**src/rtl/fifo_write_arbiter_if.sv**
```systemverilog
// Write-port bundle between the producers/FIFO side and fifo_write_arbiter.
//
// Handshake: a word of requester i moves when req_valid[i] and req_ready[i]
// are both high in the same write-clock cycle. The arbiter raises
// req_ready[i] only in the cycle it also raises write_enable with that word
// on wdata. The producer must hold req_data steady while valid is high and
// ready is low. wfull comes from the FIFO and blocks every transfer while high.
interface fifo_write_arbiter_if #(
  parameter int N_REQ  = 4,
  parameter int DATA_W = 8
) ();
  logic [N_REQ-1:0]        req_valid;
  logic [N_REQ*DATA_W-1:0] req_data;
  logic [N_REQ-1:0]        req_ready;
  logic                    wfull;
  logic                    write_enable;
  logic [DATA_W-1:0]       wdata;

  // Producers and FIFO flag side
  modport master (
    output req_valid, req_data, wfull,
    input  req_ready, write_enable, wdata
  );

  // Arbiter side
  modport slave (
    input  req_valid, req_data, wfull,
    output req_ready, write_enable, wdata
  );
endinterface

```
**src/rtl/fifo_write_arbiter.sv**
```systemverilog
// Round-robin arbiter that shares the async FIFO write port among N_REQ
// producers. A grant lasts for up to MAX_BURST accepted words, then the
// priority pointer moves past the owner. There is one IDLE cycle between bursts.
// Optional feature macro: FIFO_ARB_CNT_EN adds saturating per-requester
// accepted-word counters on the word_cnt port.
module fifo_write_arbiter #(
  parameter int N_REQ     = 4,
  parameter int DATA_W    = 8,
  parameter int MAX_BURST = 4,
  parameter int CNT_W     = 16
) (
  input  logic                    clk,
  input  logic                    rst,
  fifo_write_arbiter_if.slave     bus,
  output logic [N_REQ-1:0]        grant,
  output logic                    busy,
  output logic                    dbg_state
`ifdef FIFO_ARB_CNT_EN
  ,
  output logic [N_REQ*CNT_W-1:0]  word_cnt
`endif
);

  localparam int PTR_W  = (N_REQ > 1) ? $clog2(N_REQ) : 1;
  localparam int BEAT_W = $clog2(MAX_BURST + 1);

  localparam logic [0:0] IDLE  = 1'b0;
  localparam logic [0:0] BURST = 1'b1;

  // Reject parameter sets the arbiter cannot support.
  if (N_REQ < 2 || MAX_BURST < 1 || CNT_W < 1) begin : g_bad_param
    $error("fifo_write_arbiter: unsupported parameters");
  end

  logic [0:0]        state;
  logic [PTR_W-1:0]  rr_ptr;
  logic [BEAT_W-1:0] beat;

  logic [PTR_W-1:0]  g_idx;
  logic [PTR_W-1:0]  pick_idx;
  logic              owner_valid;
  logic              xfer;
  logic              last_beat;
  logic              release_grant;

  // Find the first valid requester starting at rr_ptr and wrapping around.
  always_comb begin
    logic             found;
    logic [PTR_W-1:0] idx;
    found    = 1'b0;
    pick_idx = '0;
    idx      = '0;
    for (int k = 0; k < N_REQ; k++) begin
      idx = PTR_W'((int'(rr_ptr) + k) % N_REQ);
      if (!found && bus.req_valid[idx]) begin
        found    = 1'b1;
        pick_idx = idx;
      end
    end
  end

  // Decode the one-hot grant into the owner index.
  always_comb begin
    g_idx = '0;
    for (int i = 0; i < N_REQ; i++) begin
      if (grant[i]) g_idx = PTR_W'(i);
    end
  end

  // A word moves only while bursting, with the owner valid and the FIFO not full.
  always_comb begin
    owner_valid   = bus.req_valid[g_idx];
    xfer          = (state == BURST) && owner_valid && !bus.wfull;
    last_beat     = (beat == BEAT_W'(MAX_BURST - 1));
    release_grant = (state == BURST) && (!owner_valid || (xfer && last_beat));
  end

  // Drive the FIFO port and ready bits straight from the transfer decision.
  always_comb begin
    bus.write_enable = xfer;
    bus.req_ready    = xfer ? grant : '0;
    bus.wdata        = (state == BURST) ? bus.req_data[g_idx*DATA_W +: DATA_W] : '0;
    busy             = (state == BURST);
    dbg_state        = state;
  end

  // Two-state grant FSM; the priority pointer moves only when a grant is released.
  always_ff @(posedge clk or posedge rst) begin
    if (rst) begin
      state  <= IDLE;
      grant  <= '0;
      rr_ptr <= '0;
      beat   <= '0;
    end else begin
      case (state)
        IDLE: begin
          if (|bus.req_valid) begin
            grant <= N_REQ'(1) << pick_idx;
            beat  <= '0;
            state <= BURST;
          end
        end
        default: begin
          if (xfer) beat <= beat + BEAT_W'(1);
          if (release_grant) begin
            rr_ptr <= (g_idx == PTR_W'(N_REQ - 1)) ? '0 : g_idx + PTR_W'(1);
            grant  <= '0;
            beat   <= '0;
            state  <= IDLE;
          end
        end
      endcase
    end
  end

`ifdef FIFO_ARB_CNT_EN
  logic [CNT_W-1:0] cnt [N_REQ];

  // Count accepted words per requester, holding at all-ones.
  always_ff @(posedge clk or posedge rst) begin
    if (rst) begin
      for (int i = 0; i < N_REQ; i++) cnt[i] <= '0;
    end else begin
      for (int i = 0; i < N_REQ; i++) begin
        if (xfer && grant[i] && (cnt[i] != {CNT_W{1'b1}})) cnt[i] <= cnt[i] + CNT_W'(1);
      end
    end
  end

  // Flatten the counters onto the output bus.
  always_comb begin
    word_cnt = '0;
    for (int i = 0; i < N_REQ; i++) word_cnt[i*CNT_W +: CNT_W] = cnt[i];
  end
`endif

endmodule

```
**src/flat_wrapper.sv**
```systemverilog
// flat-port wrapper written by rule: the top's interface ports become plain ports
module fifo_write_arbiter_flat 
#(
  parameter int N_REQ     = 4,
  parameter int DATA_W    = 8,
  parameter int MAX_BURST = 4,
  parameter int CNT_W     = 16
)
  (clk, rst, grant, busy, dbg_state, bus_req_valid, bus_req_data, bus_wfull, bus_req_ready, bus_write_enable, bus_wdata);
  fifo_write_arbiter_if #(.N_REQ(N_REQ), .DATA_W(DATA_W)) bus_i ();
  input  logic clk;
  input  logic rst;
  output logic [N_REQ-1:0] grant;
  output logic busy;
  output logic dbg_state;
  input wire logic [$bits(bus_i.req_valid)-1:0] bus_req_valid;
  input wire logic [$bits(bus_i.req_data)-1:0] bus_req_data;
  input wire logic [$bits(bus_i.wfull)-1:0] bus_wfull;
  output wire logic [$bits(bus_i.req_ready)-1:0] bus_req_ready;
  output wire logic [$bits(bus_i.write_enable)-1:0] bus_write_enable;
  output wire logic [$bits(bus_i.wdata)-1:0] bus_wdata;
  assign bus_i.req_valid = bus_req_valid;
  assign bus_i.req_data = bus_req_data;
  assign bus_i.wfull = bus_wfull;
  assign bus_req_ready = bus_i.req_ready;
  assign bus_write_enable = bus_i.write_enable;
  assign bus_wdata = bus_i.wdata;
  fifo_write_arbiter #(.N_REQ(N_REQ), .DATA_W(DATA_W), .MAX_BURST(MAX_BURST), .CNT_W(CNT_W)) u_core (.clk(clk), .rst(rst), .bus(bus_i), .grant(grant), .busy(busy), .dbg_state(dbg_state));
endmodule
```
**config.mk**
```make
export PLATFORM = sky130hd
export DESIGN_NAME = fifo_write_arbiter_flat
export DESIGN_NICKNAME = d
export VERILOG_FILES = /design/src/rtl/fifo_write_arbiter_if.sv /design/src/rtl/fifo_write_arbiter.sv /design/src/flat_wrapper.sv
export SDC_FILE = /design/constraint.sdc
export NUM_CORES = 1
export LEC_CHECK = 0
export CAP_MARGIN = 20
export CORE_MARGIN = 4
export CORE_UTILIZATION = 50
export DETAILED_ROUTE_END_ITERATION = 16
export DONT_BUFFER_PORTS = 1
export GPL_TIMING_DRIVEN = 1
export PLACE_DENSITY = 0.7
export SLEW_MARGIN = 20
export SYNTH_ARGS = -nofsm -noshare
export SYNTH_HDL_FRONTEND = slang
export SYNTH_SLANG_ARGS = --single-unit
```
**constraint.sdc**
```tcl
create_clock -name clk -period 1.85 [get_ports clk]
set_input_delay 0.2775 -clock clk [delete_from_list [all_inputs] [get_ports clk]]
set_output_delay 0.2775 -clock clk [all_outputs]
set_load 0.05 [all_outputs]
```
Word level (Yosys, flattened, before mapping)
Index checks and enable logic that the tools add are counted.
Operators by class
  eq/ne operators: 4
  $add $sub $neg: 5
  multiplexer cells: 33
  reduce and logical (&&, ||, !) cells: 18
  $lt $le $gt $ge: 5
  shift-type cells: 2
Operators by type and width (number)
  $shiftx A32 B6 Y8: 1
  $mux W4: 4
  $lt A2 B3 Y1 const B: 5
  $mux W2: 7
  $mux W1: 12
  $mux W3: 4
  $bmux W1 S2: 5
  $mux W8: 1
  $logic_and A1 B1 Y1: 7
  $reduce_and A2 Y1: 3
  $logic_not A1 Y1: 5
  $add A2 B1 Y2 const B: 2
  $add A2 B2 Y2 const B: 2
  $reduce_or A4 Y1: 1
  $shl A1 B2 Y4 const A: 1
  $add A3 B1 Y3 const B: 1
  $eq A3 B2 Y1 const B: 1
  $ne A3 B3 Y1 const B: 1
  $eq A2 B2 Y1 const B: 1
  $ne A2 B2 Y1 const B: 1
  $reduce_bool A2 Y1: 1
  $logic_or A1 B1 Y1: 1
Word-level totals
  output and inout port bits: 19
  register bits after elaboration: 10
  logic and storage cells: 71
  bits of input ports: 39

Depth between registers and ports, before layout
Gate-level depths: netlist (run 1).
  depth after elaboration: 15
  gate-level depth with buffers: 6
  depth with buffers taken out: 6

Worst setup path before layout (run 1)
OpenSTA, ideal clock, no wires.
  path kind: register to output
  from: register u_core.grant[2]
  to: output bus_req_ready[0]
  buffers on the path: 1
  cell stages (with the launch flop): 6
  arrival: 2.622 ns
  path slack: -1.049 ns
  cell sequence: dfrtp_1 -> buf_2 -> nor3b_2 -> a311oi_4 -> nand2_1 -> nor3_1
Between the ends
  cells in the longest elaborated chain, start to end: 7
RTL lines
  from (decl): line fifo_write_arbiter.sv:15  | output logic [N_REQ-1:0] grant,
  from (signal assigned): line fifo_write_arbiter.sv:98  | grant <= N_REQ'(1) << pick_idx;
  $mux W2 (2 in a row): line fifo_write_arbiter.sv:66  | if (grant[i]) g_idx = PTR_W'(i);
  $bmux W1 S2: line fifo_write_arbiter.sv:72  | owner_valid = bus.req_valid[g_idx];
  $mux W1 (not written as such): line fifo_write_arbiter.sv:72
  $logic_and A1 B1 Y1 (2 in a row): line fifo_write_arbiter.sv:73  | xfer = (state == BURST) && owner_valid && !bus.wfull;
  $mux W4: line fifo_write_arbiter.sv:81  | bus.req_ready = xfer ? grant : '0;
  to (decl): line flat_wrapper.sv:19  | output wire logic [$bits(bus_i.req_ready)-1:0] bus_req_ready;
Every way passes these cells. The select of a mux whose other input is x is not followed.

Final worst setup path (run 1)
  from: register u_core.grant[2]
  to: output bus_req_ready[3]
Same word-level chain as after synthesis.

==> results of run 1 <==
[power by group through the flow]
stage	clock [mW]	sequential [mW]	combinational, mW
6_report	0.172	0.446	2.41
5_1_grt	0.185	0.467	2.54
4_1_cts	0.172	0.443	2.23
3_5_place_dp	0	0.450	2.07
3_3_place_gp	0	0.444	2.03
2_1_floorplan	0	0.565	1.63
[per-layer routing]
metal | wire length (um) | up-vias
met2 | 1570 | 48
met5 | 0 | -
li1 | - | 453
met3 | 160 | 7
met1 | 1060 | 446
met4 | 104 | 0
[repair_timing]
item | 4_1_cts | 5_1_grt
pin swaps | 4 | 5
setup endpoints to repair | 13 | 13
setup buffers | 5 | 2
gates cloned | 0 | 1
hold endpoints to repair | 10 | 0
hold buffers | 1 | 0
resized for setup | 14 | 7
[cell usage in the layout, fill, tap and decap left out, drive strengths merged, types with 2 or more instances in the layout]
cell type  count
a21oi          3
a31oi          2
buf           19
clkbuf         5
dfrtp         10
ha             2
inv           10
mux2i         23
nand2         10
nand4          2
nor2           3
nor2b         11
nor3           5
nor3b          2
o21ai         11
o32ai          4
[synth_stat cells]
cell type,number
mux2i_1,23
o32ai_1,4
o21ai_0,10
nand4_1,2
dfrtp_1,10
or3_1,1
ha_1,2
buf_1,1
inv_1,9
a21oi_1,3
nor3b_2,1
nor3_1,5
buf_2,2
nor2b_1,11
o22ai_1,1
nor2_1,3
nor4_1,1
a311oi_4,1
nand2b_1,1
a21boi_1,1
nor3b_1,1
nand2_1,10
inv_2,1
a31oi_1,2
or2_2,1
o21a_1,1
o21ai_1,1
clkbuf_1,4
buf_4,1
nand3_1,1
o22a_1,1
[state kept, by name (all words and copies together), names as in the netlist]
name	count
u_core.beat	3
u_core.busy	1
u_core.grant	4
u_core.rr_ptr	2
[critical path, cell delays in order, from the launching register on]
cell and delay (ns):
dfrtp_2 0.45, nor3b_4 0.17, a311oi_4 0.32, nand2_4 0.16, nor3_4 0.23, buf_12 0.17
[cell families after synthesis]
| kind of cell | synth area share [%] |
|---|---|
| adders and majority gates | 2.61 |
| muxes | 24.0 |
| and+or+nand+nor | 21.4 |
| buffers and inverters | 7.70 |
| AOI/OAI and AO/OA | 18.1 |
| DFF | 26.1 |
[through the flow]
stage	setup WS [ns]	util [%]	cell area, um2
after floorplan	-0.271	-	1100
after global placement	0.132	70.1	1240
after detailed placement	0.0801	70.1	1240
after CTS	-0.194	75.7	1340
after global routing	-0.293	79.4	1400
final	-0.204	79.4	1400
[layout make-up]
cell class | count | area (um2) | area share [%]
Clock buffer | 4 | 26.3 | 1.88
Inverter | 10 | 37.5 | 2.68
Sequential cell | 10 | 255 | 18.2
Tap cell | 25 | 31.3 | 2.23
Multi-Input combinational cell | 88 | 783 | 55.9
Timing Repair Buffer | 21 | 268 | 19.1
[path summary, 6_finish.rpt]
check,startpoint,depth (start not counted),slack [ns],end
setup / recovery,u_core.grant[2]$_DFFE_PP0P_,5,-0.20,bus_req_ready[3]
hold / removal,bus_wfull,2,0.19,u_core.busy$_DFF_PP0_
setup reg to reg,u_core.grant[3]$_DFFE_PP0P_,7,-0.06,u_core.grant[3]$_DFFE_PP0P_
hold reg to reg,u_core.beat[2]$_DFFE_PP0P_,2,0.54,u_core.beat[2]$_DFFE_PP0P_
max in group asynchronous,rst,2,1.14,u_core.grant[1]$_DFFE_PP0P_
min in group asynchronous,rst,2,0.41,u_core.beat[1]$_DFFE_PP0P_
==> results.yml, run 1 <==
clocking:
  clk_pin_slew_ns: 0.07
  cts-root-buf: "clkbuf_4"
  cts_buffer_depth: 2
  htree_levels: 1
  clk_latency_ns: 0.28
  clock-sinks: 10
  numCtsBuffers: 3
  cts_tree: "yes"
setup_path:
  cp_max_fo: 6
  endpoint_kind: "output pin"
  cp_data_arrival_time_ns: 1.78
  start_kind: "register"
  crit_type: "reg -> out"
  crit_required_ns: 1.57
sta:
  rsz0062_at_grt: "yes"
  tightest_slew_ns: 0.448
  finalCriticalPeriod_ns: 2.05
  slew_viol_final: 0
  fmax_mhz: 487
  hold_viol_final: 0
  setup_ws_ns: -0.204
  period_share_pct: 111
  holdWs_ns: 0.190
  skew_ns: 0.00258
  setup_viol: 20
  maxSlewHeadroom_pct: 70.0
  fin_setup_tns_ns: -1.84
grt:
  grt_pass1_wl_um: 4350
  grt_max_degree: 19
  grt_overflow: 0
  top_usage_layer: "met2"
  grt_use_met1_pct: 22.6
  met2_usage_pct: 43.0
  grt_use_met3_pct: 3.15
  antenna_found_initial: 0
  grt.total_usage_pct: 22.4
  first_global_vias: 980
place:
  place_inst: 145
  gp_congestion: 0.774
  hpwl_um: 2030
  port_buffers: 0
power_and_ir_drop:
  power.net_switching_mw: 1.70
  intPower_mw: 1.33
  powerDensity_nw_per_um2: 2160
  max-vdd-ir-drop_v: 0.00140
  comb_power_share_pct: 79.6
  power_frac_seq_pct: 14.7
  total_power_mw: 3.03
  swShare_pct: 56.1
  p_leak_nw: 0.615
  power_frac_clock_pct: 5.7
min_path:
  hold_path_class: "in -> reg"
floorplanning:
  die_x_um: 51.8
  start_util_pct: 54.3
  coreArea_um2: 1760
  die_area_um2: 2680
  die_h_um: 51.8
  rows: 15
  io_pins: 58
route:
  vias: 954
  first_iter_violations: 15
  postRouteAntennaNets: 0
  totalWireLength_um: 2890
  drc: 0
  drtPass1Iterations: 4
  viasPerCell: 6.04
  wl_per_cell_um: 18.3
synthesis:
  yosys-top-cells-area: "dfrtp_1 26%, mux2i_1 24%, nor2b_1 7.2%"
  yosys.area.top_type_share_pct: 26.1
  synth_cell_types: 31
  synth_nets: 157
  yosysSeqAreaShare_pct: 26.1
  synth_area_um2: 958
  synth_warnings: 0
  synth_top_cell_by_area: "dfrtp_1"
  ys_ff_latch: 10
  netlist_instances: 116
  avgSynthCellArea_um2: 8.26
layout:
  fin_nets: 175
  layout-drive-gt1-share_pct: 38.3
  num-fill-cells: 113
  fin_cells: 158
  syn2layout_area_growth_pct: 46.2
  antenna_cells: 0
outcome:
  status: "finished, violations left"
  violations: "setup timing"
job:
  timing.max_cap.violations: 0
Note: power is estimated with default switching activity, not from simulation.
==> run 2, diff against run 1 <==
- SETUP_SLACK_MARGIN: default -> 0.15
==> run 2 against run 1 <==
  * The flow still finishes with violations (setup timing)
  * Routed wire length fell by 10%
  * Power down 7.6%
  * Global-route usage about the same
  * Sequential share of layout area increased by 1.2 points
  * Worst setup slack better by 0.026 ns
  * Via count down 3.4%
  * Utilization down 4.8 points
  * Critical path depth unchanged
  * Non-clock buffer count shrank 6
  * Critical endpoint is now bus_req_ready[0]
  * Largest cell class unchanged
  * Highest routed layer unchanged
==> results.yml, run 2 (same netlist as run 1, synthesis figures left out) <==
route:
  first_iter_violations: 18
  wl_per_cell_um: 17.1
  totalWireLength_um: 2600
  drc: 0
  postRouteAntennaNets: 0
  vias: 922
  drtPass1Iterations: 4
  viasPerCell: 6.07
power_and_ir_drop:
  total_power_mw: 2.80
  p_leak_nw: 0.577
  intPower_mw: 1.18
  power.net_switching_mw: 1.62
  max-vdd-ir-drop_v: 0.00151
  power_frac_seq_pct: 15.7
  power_frac_clock_pct: 6.2
  swShare_pct: 57.8
  comb_power_share_pct: 78.2
  powerDensity_nw_per_um2: 2130
layout:
  largestRegisters: "u_core.grant: 4 flops, u_core.beat: 3 flops, u_core.rr_ptr: 2 flops"
  fin_nets: 169
  max_flop_register: "u_core.grant"
  final_common_cell: "mux2i_1"
  antenna_cells: 0
  seqCellArea_um2: 255
  syn2layout_area_growth_pct: 37.3
  final_util_pct: 74.6
  layout-drive-gt1-share_pct: 33.9
  final_cell_mix: "19 x mux2i_1, 9 x inv_1, 9 x nand2_1, 9 x o21ai_1"
  multi_input_area_um2: 776
  num-fill-cells: 122
  largest_reg_flops: 4
min_path:
  min_from: "bus_wfull"
  hold_path_class: "in -> reg"
sta:
  rsz0062_at_grt: "yes"
  slew_viol_final: 0
  finalCriticalPeriod_ns: 2.03
  hold_viol_final: 0
  tightest_slew_ns: 0.471
  fmax_mhz: 493
  skew_ns: 0.00393
  setup_viol: 13
  fin_setup_tns_ns: -1.64
  setup_ws_ns: -0.177
  period_share_pct: 110
  maxSlewHeadroom_pct: 68.5
clocking:
  clk_latency_ns: 0.28
  cts-root-buf: "clkbuf_4"
  htree_levels: 1
  cts_buffer_depth: 2
  numCtsBuffers: 3
  clock-sinks: 10
  cts_tree: "yes"
  clk_pin_slew_ns: 0.07
setup_path:
  critical_path.slowest_cell: "dfrtp_2"
  crit_type: "reg -> out"
  reg2reg_from: "u_core.grant[3]$_DFFE_PP0P_"
  cp_data_arrival_time_ns: 1.75
  r2r_slack_ns: 0.10
  cp_max_fo: 6
  cp_slowest_stage_delay_ns: 0.42
  crit_required_ns: 1.57
  path_cells: "mux2i_2 > a311oi_4 > nand2_4 > nor3_4 > buf_12"
  endpoint_kind: "output pin"
  crit_start: "u_core.grant[1]$_DFFE_PP0P_"
  start_kind: "register"
floorplanning:
  coreArea_um2: 1760
  die_area_um2: 2680
  io_pins: 58
  start_util_pct: 54.3
  rows: 15
  die_h_um: 51.8
  die_x_um: 51.8
place:
  gp_congestion: 0.794
  hpwl_um: 1910
  port_buffers: 0
  post-place-ws_ns: 0.0829
grt:
  grt_overflow: 0
  grt_pass1_wl_um: 4380
  antenna_found_initial: 0
  first_global_vias: 1020
  grt_max_degree: 20
  grt.total_usage_pct: 22.4
job:
  timing.max_cap.violations: 0
outcome:
  violations: "setup timing"
  status: "finished, violations left"
[run 2: cell types whose count changed in the layout (fill, tap and decap cells not counted), sizes merged]
cell / change
clkbuf: -1
buf: -5
[run 2: routing by layer]
layer	up-vias	part of all wire, %	global-route usage, %
met5	-	0	0
met4	0	3.0	14.4
met3	7	7.4	4.58
met2	57	53	40.0
met1	421	37	23.4
li1	437	-	-
[run 2: per-stage QoR]
step | hold WS [ns] | cell area [um2] | instances
3_3_place_gp | 0.170 | 1240 | 145
4_1_cts | 0.186 | 1310 | 152
2_1_floorplan | 0.117 | 1100 | 116
6_report | 0.177 | 1320 | 152
3_5_place_dp | 0.181 | 1240 | 145
5_1_grt | 0.188 | 1320 | 152
[run 2: path summary, 6_finish.rpt]
path / to / cells after the start
worst max-delay path: bus_req_ready[0] / 5
worst min-delay path: u_core.busy$_DFF_PP0_ / 2
worst max register to register: u_core.beat[0]$_DFFE_PP0P_ / 6
worst min register to register: u_core.beat[2]$_DFFE_PP0P_ / 2
max in group asynchronous: u_core.grant[2]$_DFFE_PP0P_ / 2
min in group asynchronous: u_core.beat[2]$_DFFE_PP0P_ / 2
[run 2: critical path: cells and delay by family (launching register included)]
family | cells | cell delay (ns)
AND/OR/NAND/NOR | 2 | 0.39
multiplexers | 1 | 0.17
AO/OA/AOI/OAI | 1 | 0.32
buffers and inverters | 1 | 0.16
flip-flops | 1 | 0.42
[run 2: repair_timing]
item                                    4_1_cts  5_1_grt
setup buffers                                 2        0
endpoints found under the setup margin       16       19
endpoints found under the hold margin        10        0
gates resized for setup                      12        3
pin swaps                                     2        1
hold buffers                                  1        0
[run 2: power groups by stage]
stage | sequential [mW] | clock (mW) | combinational [mW]
global route | 0.453 | 0.179 | 2.31
detailed placement | 0.444 | 0 | 2.06
finish | 0.438 | 0.172 | 2.19
CTS | 0.435 | 0.171 | 2.16
global placement | 0.436 | 0 | 2.03
floorplan | 0.566 | 0 | 1.64
[run 2: cell type report]
cell class	instances	share of cell area (%)
clock buffer	4	2.00
inverter	10	2.85
multi-input combinational	88	58.9
sequential	10	19.4
tap	25	2.38
timing repair buffer	15	14.4
==> run 3, diff against run 2 <==
- CTS_BUF_LIST: default -> sky130_fd_sc_hd__clkbuf_4
==> run 3 against run 2 <==
  * The run still ends with setup timing left
  * Count of clock-buffer cells in the layout unchanged
  * Maximum frequency down 0.80%
  * Sequential power up 2%
  * Clock power up 8%
  * Critical path depth unchanged
  * First-iteration DRC count up 28%
  * Final cell count down 0.66%
  * Critical path type unchanged
  * Largest power group unchanged
  * Highest routed layer unchanged
==> results.yml, run 3 (same netlist as run 1, synthesis figures left out) <==
outcome:
  status: "finished, violations left"
  violations: "setup timing"
sta:
  hold_viol_final: 0
  setup_viol: 13
  period_share_pct: 110
  setup_ws_ns: -0.194
  rsz0062_at_grt: "yes"
  slew_viol_final: 0
  maxSlewHeadroom_pct: 68.9
  fin_setup_tns_ns: -1.31
  finalCriticalPeriod_ns: 2.04
  skew_ns: 0.0108
  holdWs_ns: 0.178
  tightest_slew_ns: 0.465
  fmax_mhz: 489
job:
  timing.max_cap.violations: 0
layout:
  final_common_cell: "mux2i_1"
  antenna_cells: 0
  fin_nets: 168
  final_area_um2: 1310
  syn2layout_area_growth_pct: 36.8
  max_flop_register: "u_core.grant"
  layout-drive-gt1-share_pct: 34.1
  largest_reg_flops: 4
  final_util_pct: 74.3
  largestRegisters: "u_core.grant: 4 flops, u_core.beat: 3 flops, u_core.rr_ptr: 2 flops"
  final_cell_mix: "20 x mux2i_1, 9 x inv_1, 9 x nand2_1"
grt:
  antenna_found_initial: 0
  grt_max_degree: 20
  grt.total_usage_pct: 22.6
  grt_pass1_wl_um: 4430
  first_global_vias: 1028
  grt_overflow: 0
setup_path:
  cp_slowest_stage_delay_ns: 0.44
  cp_data_arrival_time_ns: 1.77
  crit_type: "reg -> out"
  critical_path.slowest_cell: "dfrtp_2"
  start_kind: "register"
  path_cells: "mux2i_2 > a311oi_4 > nand2_4 > nor3_4 > buf_12"
  endpoint_kind: "output pin"
  crit_required_ns: 1.57
  timing.critical_path.buf_inv: 1
  cp_max_fo: 6
  cp_top_family: "flip-flops"
clocking:
  cts_tree: "yes"
  htree_levels: 1
  clk_pin_slew_ns: 0.08
  clk_latency_ns: 0.28
  cts-root-buf: "clkbuf_4"
  cts_buffer_depth: 2
  numCtsBuffers: 3
  clock-sinks: 10
place:
  port_buffers: 0
  gp_congestion: 0.794
  hpwl_um: 1910
  post_dp_cell_area_um2: 1240
route:
  viasPerCell: 6.11
  postRouteAntennaNets: 0
  drc: 0
  totalWireLength_um: 2690
  drtPass1Iterations: 4
  wl_per_cell_um: 17.8
  first_iter_violations: 23
  vias: 922
floorplanning:
  rows: 15
  start_util_pct: 54.3
  die_area_um2: 2680
  io_pins: 58
  die_h_um: 51.8
  die_x_um: 51.8
  coreArea_um2: 1760
power_and_ir_drop:
  powerDensity_nw_per_um2: 2130
  p_leak_nw: 0.580
  max-vdd-ir-drop_v: 0.00143
min_path:
  hold_path_class: "in -> reg"
==> run 3: metal layers <==
metal	GRT usage (%)	share of wire, %	wire, um	vias to the layer above
met1	24.5	37	985	419
met2	39.2	51	1380	58
met4	15.7	4.2	113	0
met5	0	0	0	-
li1	-	-	-	434
met3	4.58	7.9	212	11
==> run 3: worst paths after layout <==
path | cells past startpoint | slack [ns] | to | startpoint
max in group asynchronous | 2 | 1.12 | u_core.grant[3]$_DFFE_PP0P_ | rst
hold reg to reg | 2 | 0.53 | u_core.beat[1]$_DFFE_PP0P_ | u_core.beat[1]$_DFFE_PP0P_
min in group asynchronous | 2 | 0.41 | u_core.beat[2]$_DFFE_PP0P_ | rst
setup reg to reg | 6 | 0.07 | u_core.grant[1]$_DFFE_PP0P_ | u_core.grant[3]$_DFFE_PP0P_
hold / removal | 2 | 0.18 | u_core.busy$_DFF_PP0_ | bus_wfull
setup / recovery | 5 | -0.19 | bus_req_ready[0] | u_core.grant[1]$_DFFE_PP0P_
==> run 3: area by class of cell <==
type                       instances  area, um2
multi-input combinational         88        779
fill                             125        453
sequential                        10        255
timing repair buffer              14        178
inverter                          10       37.5
tap                               25       31.3
clock buffer                       4       30.0
==> run 3: where the power goes <==
group | total [mW] | switching (mW) | internal (mW)
Clock | 0.186 | 0.0871 | 0.0985
Combinational | 2.16 | 1.41 | 0.750
Sequential | 0.446 | 0.133 | 0.313
==> run 3: per-stage QoR <==
| step | std cells | worst slack [ns] | power, mW |
|---|---|---|---|
| global placement | 145 | 0.129 | 2.47 |
| floorplan | 116 | -0.271 | 2.20 |
| finish | 151 | -0.194 | 2.79 |
| detailed placement | 145 | 0.0829 | 2.51 |
| CTS | 151 | -0.192 | 2.72 |
| global route | 151 | -0.238 | 2.94 |
==> run 3: repair_timing <==
action | CTS | global route
hold endpoints to repair | 10 | 0
pin swaps | 1 | 2
hold buffers | 1 | 0
buffers inserted | 1 | 0
resized for setup | 2 | 8
setup endpoints to repair | 16 | 19
